File: src/rtl/philo_log2_frac_if.sv
// Handshake bundle for the log2 fraction unit.
//   in_valid/in_ready/in_data/in_tag         : operand side (master drives valid/data/tag)
//   out_valid/out_ready/out_data/out_tag/out_err : result side (master drives ready)
// The master modport belongs to the producer/consumer around the unit,
// the slave modport to the unit itself.
interface philo_log2_frac_if #(
  parameter int MAN_WIDTH = 16,
  parameter int OUT_WIDTH = 7,
  parameter int TAG_WIDTH = 9
);
  logic                 in_valid;
  logic                 in_ready;
  logic [MAN_WIDTH-1:0] in_data;
  logic [TAG_WIDTH-1:0] in_tag;
  logic                 out_valid;
  logic                 out_ready;
  logic [OUT_WIDTH-1:0] out_data;
  logic [TAG_WIDTH-1:0] out_tag;
  logic                 out_err;

  modport master (
    output in_valid, in_data, in_tag, out_ready,
    input  in_ready, out_valid, out_data, out_tag, out_err
  );

  modport slave (
    input  in_valid, in_data, in_tag, out_ready,
    output in_ready, out_valid, out_data, out_tag, out_err
  );
endinterface

File: src/rtl/philo_log2_frac.sv
// Iterative log2 fraction unit (repeated squaring) for the bfloat16 FLOG path.
// Takes a normalised mantissa 1.f in [1,2) and produces frac(log2(1.f)),
// one result bit per cycle, MSB first.
// Ports:
//   clk   : rising-edge clock
//   rst_n : asynchronous active-low reset
//   bus   : philo_log2_frac_if.slave
//           in_valid/in_ready/in_data/in_tag  - operand handshake (ready only in IDLE)
//           out_valid/out_ready               - result handshake, valid held until accepted
//           out_data                          - log2 fraction 0.b[OUT_WIDTH-1]..b[0]
//           out_tag                           - sideband returned unchanged
//           out_err                           - operand integer bit was 0
module philo_log2_frac #(
  parameter int MAN_WIDTH  = 16,
  parameter int OUT_WIDTH  = 7,
  parameter int ROUND      = 0,
  parameter int EARLY_EXIT = 1,
  parameter int TAG_WIDTH  = 9
) (
  input  logic clk,
  input  logic rst_n,
  philo_log2_frac_if.slave bus
);

  localparam int N  = OUT_WIDTH + ROUND;
  localparam int CW = $clog2(N + 1);

  localparam logic [1:0] S_IDLE = 2'd0;
  localparam logic [1:0] S_EVAL = 2'd1;
  localparam logic [1:0] S_DONE = 2'd2;

  localparam logic [MAN_WIDTH-1:0] ONE = {1'b1, {(MAN_WIDTH-1){1'b0}}};

  logic [1:0]             state;
  logic [MAN_WIDTH-1:0]   man;
  logic [CW-1:0]          count;
  logic [N-1:0]           res;
  logic                   out_valid_q;
  logic [OUT_WIDTH-1:0]   out_data_q;
  logic [TAG_WIDTH-1:0]   out_tag_q;
  logic                   out_err_q;

  logic [2*MAN_WIDTH-1:0] sq;
  logic                   bit_now;
  logic [MAN_WIDTH-1:0]   man_next;
  logic [N-1:0]           res_next;

  // With ROUND=1 the LSB of the raw result is a guard bit; an all-ones
  // upper part is left alone so the fraction never wraps to zero.
  function automatic logic [OUT_WIDTH-1:0] round_sat(input logic [N-1:0] raw);
    logic [OUT_WIDTH-1:0] upper;
    logic                 guard;
    upper = raw[N-1 -: OUT_WIDTH];
    guard = (ROUND != 0) ? raw[0] : 1'b0;
    if (&upper) return upper;
    return upper + OUT_WIDTH'(guard);
  endfunction

  // Squaring a Q1.x value gives Q2.x: if the square reached 2.0 the result
  // bit is 1 and the mantissa is halved back into [1,2) by taking the top half.
  assign sq       = man * man;
  assign bit_now  = sq[2*MAN_WIDTH-1];
  assign man_next = bit_now ? sq[2*MAN_WIDTH-1:MAN_WIDTH] : sq[2*MAN_WIDTH-2:MAN_WIDTH-1];

  always_comb begin
    res_next        = res;
    res_next[count] = bit_now;
  end

  always_ff @(posedge clk or negedge rst_n) begin
    if (!rst_n) begin
      state       <= S_IDLE;
      man         <= '0;
      count       <= '0;
      res         <= '0;
      out_valid_q <= 1'b0;
      out_data_q  <= '0;
      out_tag_q   <= '0;
      out_err_q   <= 1'b0;
    end else begin
      case (state)
        S_IDLE: begin
          if (bus.in_valid) begin
            man       <= bus.in_data;
            out_tag_q <= bus.in_tag;
            res       <= '0;
            count     <= CW'(N - 1);
            if (!bus.in_data[MAN_WIDTH-1]) begin
              out_err_q   <= 1'b1;
              out_data_q  <= '0;
              out_valid_q <= 1'b1;
              state       <= S_DONE;
            end else begin
              out_err_q <= 1'b0;
              state     <= S_EVAL;
            end
          end
        end
        S_EVAL: begin
          // Once the mantissa is exactly 1.0 every further square is 1.0,
          // so the remaining (already cleared) bits are all zero.
          if ((EARLY_EXIT != 0) && (man == ONE)) begin
            out_data_q  <= round_sat(res);
            out_valid_q <= 1'b1;
            state       <= S_DONE;
          end else begin
            res <= res_next;
            man <= man_next;
            if (count == '0) begin
              out_data_q  <= round_sat(res_next);
              out_valid_q <= 1'b1;
              state       <= S_DONE;
            end else begin
              count <= count - 1'b1;
            end
          end
        end
        S_DONE: begin
          if (bus.out_ready) begin
            out_valid_q <= 1'b0;
            state       <= S_IDLE;
          end
        end
        default: state <= S_IDLE;
      endcase
    end
  end

  assign bus.in_ready  = (state == S_IDLE);
  assign bus.out_valid = out_valid_q;
  assign bus.out_data  = out_data_q;
  assign bus.out_tag   = out_tag_q;
  assign bus.out_err   = out_err_q;

endmodule
File: src/flat_wrapper.sv
// flat-port wrapper written by rule: the top's interface ports become plain ports
module philo_log2_frac_flat 
#(
  parameter int MAN_WIDTH  = 16,
  parameter int OUT_WIDTH  = 7,
  parameter int ROUND      = 0,
  parameter int EARLY_EXIT = 1,
  parameter int TAG_WIDTH  = 9
)
  (clk, rst_n, bus_in_valid, bus_in_data, bus_in_tag, bus_out_ready, bus_in_ready, bus_out_valid, bus_out_data, bus_out_tag, bus_out_err);
  philo_log2_frac_if #(.MAN_WIDTH(MAN_WIDTH), .OUT_WIDTH(OUT_WIDTH), .TAG_WIDTH(TAG_WIDTH)) bus_i ();
  input  logic clk;
  input  logic rst_n;
  input wire logic [$bits(bus_i.in_valid)-1:0] bus_in_valid;
  input wire logic [$bits(bus_i.in_data)-1:0] bus_in_data;
  input wire logic [$bits(bus_i.in_tag)-1:0] bus_in_tag;
  input wire logic [$bits(bus_i.out_ready)-1:0] bus_out_ready;
  output wire logic [$bits(bus_i.in_ready)-1:0] bus_in_ready;
  output wire logic [$bits(bus_i.out_valid)-1:0] bus_out_valid;
  output wire logic [$bits(bus_i.out_data)-1:0] bus_out_data;
  output wire logic [$bits(bus_i.out_tag)-1:0] bus_out_tag;
  output wire logic [$bits(bus_i.out_err)-1:0] bus_out_err;
  assign bus_i.in_valid = bus_in_valid;
  assign bus_i.in_data = bus_in_data;
  assign bus_i.in_tag = bus_in_tag;
  assign bus_i.out_ready = bus_out_ready;
  assign bus_in_ready = bus_i.in_ready;
  assign bus_out_valid = bus_i.out_valid;
  assign bus_out_data = bus_i.out_data;
  assign bus_out_tag = bus_i.out_tag;
  assign bus_out_err = bus_i.out_err;
  philo_log2_frac #(.MAN_WIDTH(MAN_WIDTH), .OUT_WIDTH(OUT_WIDTH), .ROUND(ROUND), .EARLY_EXIT(EARLY_EXIT), .TAG_WIDTH(TAG_WIDTH)) u_core (.clk(clk), .rst_n(rst_n), .bus(bus_i));
endmodule
File: config.mk
export PLATFORM = sky130hd
export DESIGN_NAME = philo_log2_frac_flat
export DESIGN_NICKNAME = d
export VERILOG_FILES = /design/src/rtl/philo_log2_frac_if.sv /design/src/rtl/philo_log2_frac.sv /design/src/flat_wrapper.sv
export SDC_FILE = /design/constraint.sdc
export NUM_CORES = 1
export LEC_CHECK = 0
export BUFFER_PORTS_ARGS = -buffer_cell sky130_fd_sc_hd__buf_2
export CORE_ASPECT_RATIO = 1.75
export CORE_MARGIN = 8
export CORE_UTILIZATION = 60
export CTS_BUF_LIST = sky130_fd_sc_hd__clkbuf_8 sky130_fd_sc_hd__clkbuf_16
export CTS_CLUSTER_DIAMETER = 200
export CTS_CLUSTER_SIZE = 16
export DETAILED_ROUTE_END_ITERATION = 6
export MAX_ROUTING_LAYER = met4
export PLACE_DENSITY = 0.78
export SLEW_MARGIN = 20
export SYNTH_ARGS = -nofsm -noshare
export SYNTH_HDL_FRONTEND = slang
export SYNTH_SLANG_ARGS = --single-unit
File: constraint.sdc
create_clock -name clk -period 7.9 [get_ports clk]
set_input_delay 0.79 -clock clk [delete_from_list [all_inputs] [get_ports clk]]
set_output_delay 0.79 -clock clk [all_outputs]
set_load 0.03 [all_outputs]
**Word-level counts from Yosys, hierarchy flattened**

Index checks and enable logic that the tools add are counted.

- Flip-flop bits (word level): 46
- Input port bits: 29
- Output and inout bits: 19
- Word-level logic and storage cells: 77

- Add/subtract/negate cells: 1
- $mul: 1
- Order comparisons: 2
- Eq/ne operators: 9
- Mux-type cells: 43
- Reductions and logical operators: 13

Operators with widths:

| operator | count |
|---|---|
| $mux 7 | 10 |
| $mux 16 | 3 |
| $mul 16x16->32 | 1 |
| $pmux 16 s2 | 1 |
| $pmux 7 s2 | 2 |
| $eq 16x16->1 const B | 1 |
| $mux 1 | 14 |
| $reduce_and 7->1 | 2 |
| $mux 2 | 5 |
| $ne 2x2->1 const B | 5 |
| $mux 3 | 3 |
| $reduce_and 4->1 | 2 |
| $bwmux 7 | 1 |
| $pmux 2 s3 | 1 |
| $pmux 3 s2 | 1 |
| $reduce_and 3->1 | 2 |
| $reduce_and 5->1 | 1 |
| $lt 3x4->1 const B | 1 |
| $demux 1 s3 | 1 |
| $ge 3x1->1 const B | 1 |
| $logic_not 3->1 | 1 |
| $ne 3x1->1 const B | 1 |
| $pmux 1 s3 | 1 |
| $reduce_bool 3->1 | 1 |
| 7 further kinds | 7 |

**Longest topological paths before layout**

Gate-level depths: netlist of the first run.

- Depth in word-level cells: 14
- Mapped depth: 27
- Gate-level depth less buffers: 24

**Worst setup path after synthesis of the first run**

Ideal clock, no wire load.

- Path type: register -> register
- Start: register u_core.man[9]
- End: register u_core.man[7]
- Setup time: 0.137 ns
- Data arrival time: 6.119 ns
- Required time: 7.763 ns
- Setup slack: 1.644 ns
- Cell stages (with the launch flop): 26
- Buffers on the path: 3
- Period minus slack after synthesis: 6.256 ns
- Cell sequence: dfrtp_1 > clkbuf_1 > clkbuf_1 > nand2_1 > fa_1 > inv_1 > fa_1 > inv_1 > fa_1 > inv_1 > fa_1 > fa_1 > inv_1 > fa_1 > inv_1 > ha_1 > nand2_1 > nor4_1 > a211oi_2 > a21oi_2 > a21boi_4 > xnor2_2 > buf_6 > nor2_1 > a21oi_1 > o221ai_2

- Longest elaborated chain between the ends: 4
- Elaborated cells on any way between the ends: 7
- Classes of those cells: mul: 1; eq/ne: 2; mux: 3; reduce/logical: 1

RTL lines:

| what | line | text |
|---|---|---|
| start, declared | philo_log2_frac.sv:35 | `logic [MAN_WIDTH-1:0] man;` |
| start signal, assigned | philo_log2_frac.sv:84 | `man <= bus.in_data;` |
| start signal, assigned | philo_log2_frac.sv:108 | `man <= man_next;` |
| $mul 16x16->32 | philo_log2_frac.sv:61 | `assign sq = man * man;` |
| $mux 16 | philo_log2_frac.sv:63 | `assign man_next = bit_now ? sq[2*MAN_WIDTH-1:MAN_WIDTH] : sq[2*MAN_WIDTH-2:MAN_WIDTH-1];` |
| $mux 16 | philo_log2_frac.sv:102 | `if ((EARLY_EXIT != 0) && (man == ONE)) begin` |
| $pmux 16 s2 | philo_log2_frac.sv:81 | `case (state)` |

Parallel ways exist; a longest one is shown, timed or not. The select of a mux whose other input is x is not followed.
A chain may end at the register's enable or synchronous reset.

**Worst setup path in the final report of the first run**

- Start: register u_core.man[7]
- End: register u_core.res[1]

- Longest elaborated chain between the ends: 4
- Elaborated cells on any way between the ends: 7
- Classes of those cells: mul: 1; eq/ne: 2; mux: 3; reduce/logical: 1

RTL lines:

| what | line | text |
|---|---|---|
| $mul 16x16->32 | philo_log2_frac.sv:61 |  |
| $bwmux 7 | philo_log2_frac.sv:67 | `res_next[count] = bit_now;` |
| $mux 7 | philo_log2_frac.sv:102 |  |
| $pmux 7 s2 | philo_log2_frac.sv:81 |  |
| end signal, assigned | philo_log2_frac.sv:107 | `res <= res_next;` |
| end, declared | philo_log2_frac.sv:37 | `logic [N-1:0] res;` |

Parallel ways exist; a longest one is shown, timed or not. The select of a mux whose other input is x is not followed.

==> results.py, run 1 <==
metrics = {
    "place": {
        "hpwl_um": 18700,
        "io_buffers": 47,
        "finalWeightedCongestion": 0.907,
    },
    "logic_synthesis": {
        "syn_avg_cell_area_um2": 8.77,
        "ys_ff_latch": 46,
        "synth_top_area_cell": "fa_1",
        "synthTopCellsByArea": "fa_1 (35%), ha_1 (13%), dfrtp_1 (12%)",
        "syn_area_um2": 9330,
        "synth_common_cells": "inv_1 (233), fa_1 (161), nand2_1 (137), ha_1 (98), a21oi_1 (51)",
        "ys_seq_area_share_pct": 12.3,
        "yosysMostFrequentCell": "inv_1",
        "syn-num-nets": 1351,
        "yosysUniqueCellTypes": 55,
        "synthCells": 1063,
        "ys_warn_count": 0,
        "synth.top_cell.area_share_pct": 34.6,
        "synthArstFlopShare_pct": 100,
        "synth_top_flop_cell": "dfrtp_1",
        "synth_edf_count": 0,
    },
    "die": {
        "ios": 48,
        "die_area_um2": 19900,
        "core_area_um2": 15300,
        "initial_utilization_pct": 60.9,
        "die_w_um": 110,
        "fp.dieH_um": 181,
        "fp-row-count": 60,
    },
    "final_layout": {
        "diodes": 0,
        "seqCellArea_um2": 1150,
        "nets": 1381,
        "nFillCells": 1294,
        "multi_input_area_um2": 7140,
        "syn_to_final_growth_pct": 6.85,
        "drive_above_1_share_pct": 7.86,
    },
    "global_route": {
        "grt_usage_pct": 24.5,
        "grt_start_max_net_pins": 47,
        "grt_overflow": 0,
        "grt_first_pass_wirelength_um": 37900,
        "antenna_found_initial": 0,
        "grt_most_used_layer": "met2",
        "gr-usage-met3_pct": 1.82,
        "use_met2_pct": 44.6,
        "grt_util_met1_pct": 25.6,
        "grt_pass1_vias": 8142,
    },
    "critical_path": {
        "r2r-end": "u_core.res[1]",
        "crit_chain": "inv_1, fa_1, inv_1, fa_1, inv_1, fa_1, inv_1, fa_1, fa_1, inv_1, fa_1, inv_1, ha_1, nand2_1, nor4_1, a211oi_2, a21oi_2, a21boi_4, xnor2_2, buf_4, nor2_1, a22o_1",
        "crit_path_top_delay_cell": "dfrtp_1",
        "cp.arrival_ps": 7370,
        "worstSetupPathType": "flop to flop",
        "cpPeakStageDelay_ps": 770,
        "rrSetupSlack_ps": 700,
        "cp_top_family": "adder cells",
        "worst-path-max-fanout": 17,
        "critPathBufInv": 7,
        "start_kind": "flop",
        "r2r-start": "u_core.man[7]",
        "critical_path_required_ps": 8070,
        "crit_cells": 22,
        "endpoint_kind": "flop",
        "crit_end": "u_core.res[1]",
        "startpoint": "u_core.man[7]",
        "r2r.worst_path.cells": 22,
    },
    "clocking": {
        "cts.hold.buffers_added": 0,
        "htree_num_levels": 2,
        "clock_latency_ps": 290,
        "cts_setup_buffers": 0,
        "cts_buffers": 5,
        "clockBufferDepth": 2,
        "path_clk_slew_ps": 70,
        "cts.sinks": 46,
        "clock-root-buffer": "clkbuf_16",
        "post_cts_resized": 0,
        "cts_tree": "done",
    },
    "timing": {
        "slew_viol_final": 0,
        "hold_violations": 0,
        "setup_violations": 0,
        "skew_ps": 6.25,
        "fmax_mhz": 139,
        "slew_headroom_pct": 42.3,
        "rsz0062_at_grt": "no",
        "tightest_slew_ps": 857,
        "setup_tns_ps": 0,
        "fin_crit_sh_pct": 91.2,
        "period_needed_ps": 7200,
    },
    "min_path": {
        "hp-class": "flop to flop",
        "hold_depth": 2,
    },
    "route": {
        "avgViaCountPerCell": 5.70,
        "drtIter0Drc": 308,
        "drcViolationCount": 0,
        "drtPass1Iterations": 5,
        "post_drt_wl_per_cell_um": 17.5,
        "ant_nets": 0,
        "vias": 7300,
        "wirelength_um": 22400,
    },
    "job": {
        "maxCapViolCount": 0,
    },
    "outcome": {
        "run_status": "finished clean",
    },
}
[tightest hold or removal path, cell delays in order (launching register included)]
cell and delay [ps]:
dfrtp_1 340, nand2_1 50, nand2_1 50
[state kept, by name, summed over array words and instances (netlist names)]
register	cells
u_core.bus.out_err	1
u_core.bus.out_valid	1
u_core.res	7
u_core.state	2
u_core.bus.out_data	7
u_core.bus.out_tag	9
u_core.man	16
u_core.count	3
[cells in the final DEF (no fill, tap or decap), drive strengths merged, types with 2 or more instances in the layout]
cell type and n:
inv 233, a21o 14, nor4 5, a21oi 52, ha 98, nand2b 3
nand4 6, o21a 3, and3 11, and4 2, nand3 11, o221ai 5
nor2b 9, xor2 7, mux2i 11, a311o 3, and2 46, a211o 3
xnor2 20, dfrtp 46, buf 65, bufinv 2, o21ai 46, fa 161
a31oi 4, nor2 47, a22o 4, a31o 3, o22ai 7, clkbuf 6
a211oi 3, nor3 6, nand2 137
[metrics by stage]
stage,setup slack [ps],hold slack (ps),cells,cell area [um2],util [%]
6_report,695,474,1280,9970,65.1
5_1_grt,364,499,1280,9970,65.1
4_1_cts,716,474,1280,9960,65.0
3_5_place_dp,761,457,1272,9760,63.7
3_3_place_gp,873,453,1272,9760,63.7
2_1_floorplan,1640,466,1063,9330,-
[layer usage]
| layer | share of wire [%] | vias up |
|---|---|---|
| met1 | 35 | 3584 |
| met2 | 56 | 257 |
| met3 | 4.0 | 84 |
| met5 | 0 | - |
| met4 | 5.0 | 0 |
| li1 | - | 3375 |
[kinds of logic (layout without fill, tap and decap cells)]
kind of cell,Yosys count,after routing,synth area share (%)
xor gates and xnor gates,27,27,2.70
DFF,46,46,12.3
AOI/OAI and AO/OA,157,157,10.6
muxes,12,12,1.30
and+or+nand+nor,287,287,14.2
adders and majority gates,259,259,47.7
buffers and inverters,275,306,11.2
[how the worst min path moves through the flow]
stage | from | slack (ps) | endpoint
floorplan | u_core.res[4] | 470 | u_core.res[4]
global placement | u_core.bus.out_tag[7] | 450 | u_core.bus.out_tag[7]
detailed placement | u_core.bus.out_tag[3] | 460 | u_core.bus.out_tag[3]
CTS | u_core.bus.out_tag[7] | 470 | u_core.bus.out_tag[7]
global route | u_core.bus.out_tag[3] | 500 | u_core.bus.out_tag[3]
finish | u_core.bus.out_tag[5] | 470 | u_core.bus.out_tag[5]
[final cells by class]
cell class,count,share of cell area (%)
Tap cell,186,2.33
Clock buffer,6,1.39
Clock inverter,2,0.603
Inverter,233,8.77
Timing Repair Buffer,65,3.74
Multi-Input combinational cell,742,71.6
Sequential cell,46,11.5
Power of run 1 is not shown: default switching activity piles up to over one toggle a cycle in this logic, so the estimate is an artifact.
==> inputs of run 2 (changes only) <==
--- a/config.mk
+++ b/config.mk
@@ -6,7 +6,6 @@
 export NUM_CORES = 1
 export LEC_CHECK = 0
 export BUFFER_PORTS_ARGS = -buffer_cell sky130_fd_sc_hd__buf_2
-export CORE_ASPECT_RATIO = 1.75
 export CORE_MARGIN = 8
 export CORE_UTILIZATION = 60
 export CTS_BUF_LIST = sky130_fd_sc_hd__clkbuf_8 sky130_fd_sc_hd__clkbuf_16
==> run 2 against run 1 <==
Against the previous run: flip-flop and latch count unchanged; global-route usage fell by 0.61 points; sequential share of layout area up 0.11 points; non-clock buffer count fell by 9; worst hold slack worse by 8.2 ps; design area fell by 0.94%; clock skew down 0.93 ps; cell count fell by 0.55%; utilization down 0.14 points; routed wire length decreased by 4.4%; die area shrank 0.78%; setup slack improved by 270 ps; critical path type unchanged; largest cell class unchanged; highest routed layer unchanged.
==> results.py, run 2 (synthesis results as in run 1) <==
metrics = {
    "final_layout": {
        "layout_common_cells": "inv_1 (233), fa_1 (161), nand2_1 (137)",
        "multi_input_area_um2": 7140,
        "seqCellArea_um2": 1150,
        "nFillCells": 1282,
        "regMostFlops": "u_core.man",
        "final_common_cell": "inv_1",
        "largest_reg_flops": 16,
        "diodes": 0,
        "syn_to_final_growth_pct": 5.85,
        "nets": 1372,
        "drive_above_1_share_pct": 7.10,
    },
    "critical_path": {
        "cpPeakStageDelay_ps": 870,
        "r2r.worst_path.cells": 24,
        "crit_chain": "and2_1, inv_1, fa_1, inv_1, fa_1, inv_1, fa_1, inv_1, fa_1, fa_1, inv_1, fa_1, inv_1, ha_1, nand2_1, nor4_1, a211oi_2, a21oi_2, a21boi_4, xnor2_2, buf_4, nor2_1, a21oi_1, o221ai_2",
        "r2r-start": "u_core.man[6]",
        "critPathBufInv": 7,
        "crit_path_top_delay_cell": "dfrtp_1",
        "startpoint": "u_core.man[6]",
        "critical_path_required_ps": 8030,
        "cp_top_family": "adder cells",
        "cp.arrival_ps": 7070,
        "endpoint_kind": "flop",
        "r2r-end": "u_core.man[7]",
        "crit_end": "u_core.man[7]",
        "worst-path-max-fanout": 23,
        "rrSetupSlack_ps": 960,
        "crit_cells": 24,
        "start_kind": "flop",
        "worstSetupPathType": "flop to flop",
    },
    "timing": {
        "setup_violations": 0,
        "period_needed_ps": 6940,
        "tightest_slew_ps": 903,
        "slew_headroom_pct": 39.8,
        "setup_tns_ps": 0,
        "slew_viol_final": 0,
        "skew_ps": 5.32,
        "hold_violations": 0,
        "fin_crit_sh_pct": 87.8,
        "rsz0062_at_grt": "no",
        "fmax_mhz": 144,
    },
    "clocking": {
        "cts_buffers": 5,
        "cts.sinks": 46,
        "clock_latency_ps": 290,
        "htree_num_levels": 2,
        "path_clk_slew_ps": 60,
        "clockBufferDepth": 2,
        "post_cts_resized": 0,
        "cts_tree": "done",
        "cts.hold.buffers_added": 0,
        "clock-root-buffer": "clkbuf_16",
        "cts_setup_buffers": 0,
    },
    "route": {
        "avgViaCountPerCell": 5.70,
        "post_drt_wl_per_cell_um": 16.8,
        "drtIter0Drc": 399,
        "vias": 7250,
        "ant_nets": 0,
        "wirelength_um": 21400,
        "drtPass1Iterations": 5,
        "drcViolationCount": 0,
    },
    "global_route": {
        "antenna_found_initial": 0,
        "grt_overflow": 0,
        "grt_first_pass_wirelength_um": 37500,
        "grt_pass1_vias": 7883,
        "grt_usage_pct": 23.9,
        "grt_start_max_net_pins": 47,
    },
    "die": {
        "ios": 48,
        "die_area_um2": 19800,
        "die_w_um": 141,
        "initial_utilization_pct": 61.4,
        "fp-row-count": 45,
        "fp.dieH_um": 141,
        "core_area_um2": 15200,
    },
    "place": {
        "hpwl_um": 17500,
        "finalWeightedCongestion": 0.910,
        "io_buffers": 47,
    },
    "min_path": {
        "hold_path_startpoint": "u_core.bus.out_tag[5]",
        "hp-class": "flop to flop",
    },
    "job": {
        "maxCapViolCount": 0,
    },
    "outcome": {
        "run_status": "finished clean",
    },
}
run 2: changes by cell type in the layout (fill, tap and decap cells not counted), sizes merged:
cell | previous run | this run
bufinv | 2 | 1
clkbuf | 6 | 5
buf | 65 | 56
clkinvlp | 0 | 2
run 2: final cells by class:
class	instances	area share (%)
clock buffer	5	1.27
tap	188	2.38
inverter	233	8.86
clock inverter	3	0.456
sequential	46	11.7
multi-input combinational	742	72.3
timing repair buffer	56	3.09
run 2: how the worst min path moves through the flow:
| stage | to | cells past startpoint | slack [ps] |
|---|---|---|---|
| CTS | u_core.bus.out_tag[5] | 2 | 470 |
| finish | u_core.bus.out_tag[5] | 2 | 470 |
| global placement | u_core.bus.out_tag[6] | 2 | 450 |
| detailed placement | u_core.bus.out_tag[5] | 2 | 460 |
| global route | u_core.bus.out_tag[7] | 2 | 510 |
| floorplan | u_core.res[4] | 1 | 470 |
run 2: stage by stage:
step / hold WS, ps / cells / utilization (%) / area (um2) / setup slack [ps]
after floorplan: 466 / 1063 / - / 9330 / 1640
after global placement: 454 / 1265 / 63.8 / 9700 / 1170
after detailed placement: 457 / 1265 / 63.8 / 9700 / 1090
after CTS: 473 / 1273 / 64.9 / 9870 / 1010
after global routing: 509 / 1273 / 64.9 / 9870 / 647
final: 466 / 1273 / 64.9 / 9870 / 962
run 2: layer usage:
layer	routed length, um	global-route usage, %	vias up
met2	10700	40.6	253
li1	-	-	3360
met4	462	6.67	0
met3	1230	2.03	48
met5	0	-	-
met1	9010	30.2	3589
run 2: worst min-delay path, stage by stage, from the launching register on:
cell and delay, ps:
dfrtp_1 330, nand2_1 50, nand2_1 50
Power of run 2 is left out for the same reason.
==> inputs of run 3 (changes only) <==
--- a/config.mk
+++ b/config.mk
@@ -6,7 +6,6 @@
 export NUM_CORES = 1
 export LEC_CHECK = 0
 export BUFFER_PORTS_ARGS = -buffer_cell sky130_fd_sc_hd__buf_2
-export CORE_MARGIN = 8
 export CORE_UTILIZATION = 60
 export CTS_BUF_LIST = sky130_fd_sc_hd__clkbuf_8 sky130_fd_sc_hd__clkbuf_16
 export CTS_CLUSTER_DIAMETER = 200
==> run 3 against run 2 <==
Against the previous run: register-to-register slack got worse by 280 ps; count of clock-buffer cells in the layout rose by 1; critical endpoint is now u_core.man[10]; critical path type unchanged; utilization is essentially flat; largest cell class unchanged.
==> results.py, run 3 (synthesis results as in run 1) <==
metrics = {
    "final_layout": {
        "multi_input_area_um2": 7130,
        "syn_to_final_growth_pct": 5.89,
        "largest_reg_flops": 16,
        "diodes": 0,
        "layout_common_cells": "inv_1 (234), fa_1 (161), nand2_1 (137)",
        "nFillCells": 1274,
        "regMostFlops": "u_core.man",
        "drive_above_1_share_pct": 7.25,
        "nets": 1376,
        "seqCellArea_um2": 1150,
        "final_common_cell": "inv_1",
    },
    "critical_path": {
        "rrSetupSlack_ps": 680,
        "worstSetupPathType": "flop to flop",
        "worst-path-max-fanout": 18,
        "startpoint": "u_core.man[8]",
        "crit_end": "u_core.man[10]",
        "r2r-start": "u_core.man[8]",
        "critical_path_required_ps": 8030,
        "endpoint_kind": "flop",
        "crit_path_top_delay_cell": "dfrtp_1",
        "cp.arrival_ps": 7360,
        "crit_chain": "and2_1, inv_1, fa_1, inv_1, fa_1, inv_1, fa_1, inv_1, fa_1, fa_1, inv_1, fa_1, inv_1, ha_1, nand2_1, nor4_1, a211oi_2, a21oi_2, a21boi_4, xnor2_2, buf_4, mux2i_1, o221ai_1",
        "r2r.worst_path.cells": 23,
        "cpPeakStageDelay_ps": 880,
        "start_kind": "flop",
        "r2r-end": "u_core.man[10]",
    },
    "die": {
        "fp.dieH_um": 127,
        "core_area_um2": 15200,
        "die_area_um2": 16000,
        "initial_utilization_pct": 61.4,
        "ios": 48,
        "die_w_um": 127,
        "fp-row-count": 45,
    },
    "timing": {
        "slew_viol_final": 0,
        "setup_tns_ps": 0,
        "skew_ps": 5.68,
        "fin_crit_sh_pct": 91.4,
        "rsz0062_at_grt": "no",
        "slew_headroom_pct": 29.2,
        "tightest_slew_ps": 1060,
        "setup_violations": 0,
        "period_needed_ps": 7220,
        "hold_violations": 0,
        "fmax_mhz": 138,
    },
    "route": {
        "drtPass1Iterations": 5,
        "drtIter0Drc": 457,
        "ant_nets": 0,
        "wirelength_um": 21000,
        "met3_length_um": 1110,
        "post_drt_wl_per_cell_um": 16.5,
        "dr_wl_met2_um": 10400,
        "drcViolationCount": 0,
        "avgViaCountPerCell": 5.63,
        "m1WireLength_um": 9030,
        "vias": 7192,
        "top_layer_used": "met4",
    },
    "clocking": {
        "cts_buffers": 5,
        "clockBufferDepth": 2,
        "post_cts_resized": 0,
        "cts_tree": "done",
        "cts_setup_buffers": 0,
        "path_clk_slew_ps": 60,
        "htree_num_levels": 2,
        "cts.sinks": 46,
        "clock_latency_ps": 280,
        "clock-root-buffer": "clkbuf_16",
        "cts.hold.buffers_added": 0,
    },
    "job": {
        "maxCapViolCount": 0,
    },
    "global_route": {
        "antenna_found_initial": 0,
        "grt_start_max_net_pins": 47,
        "grt_pass1_vias": 7446,
        "grt_usage_pct": 29.3,
        "grt_first_pass_wirelength_um": 36000,
        "grt_overflow": 0,
    },
    "min_path": {
        "hold_path_startpoint": "u_core.bus.out_tag[4]",
        "hp-class": "flop to flop",
    },
    "place": {
        "finalWeightedCongestion": 0.942,
        "io_buffers": 47,
        "hpwl_um": 17200,
    },
    "outcome": {
        "run_status": "finished clean",
    },
}
==> run 3: routing by layer <==
metal | track usage, % | vias up
li1 | - | 3360
met1 | 39.6 | 3567
met2 | 49.4 | 228
met3 | 1.52 | 37
met4 | 6.30 | 0
met5 | - | -
==> run 3: cell type report <==
type	count	share of cell area, %
Clock buffer	6	1.41
Clock inverter	2	0.0887
Inverter	233	8.85
Multi-Input combinational cell	742	72.2
Sequential cell	46	11.7
Tap cell	188	2.38
Timing Repair Buffer	60	3.39
==> run 3: worst min-delay path by stage <==
stage                            end  depth (start not counted)
2_1_floorplan          u_core.res[4]                          1
3_3_place_gp   u_core.bus.out_tag[4]                          2
3_5_place_dp   u_core.bus.out_tag[0]                          2
4_1_cts        u_core.bus.out_tag[4]                          2
5_1_grt        u_core.bus.out_tag[5]                          2
6_report       u_core.bus.out_tag[4]                          2
==> run 3: worst max-delay path: cells and delay by family (launching register included) <==
family / cells / cell delay [ps]
fa+ha+maj: 7 / 3230
flops: 1 / 880
simple gates: 3 / 870
compound gates: 4 / 780
buf+inv: 7 / 650
xor+xnor: 1 / 440
mux: 1 / 210
==> run 3: through the flow <==
stage	setup slack [ps]	hold slack, ps	cells	cell area [um2]	utilization, %
2_1_floorplan	1640	466	1063	9330	-
3_3_place_gp	977	451	1269	9730	64.0
3_5_place_dp	792	460	1269	9730	64.0
4_1_cts	776	477	1277	9870	65.0
5_1_grt	390	504	1277	9880	65.0
6_report	677	474	1277	9880	65.0
Power of run 3 is left out for the same reason.
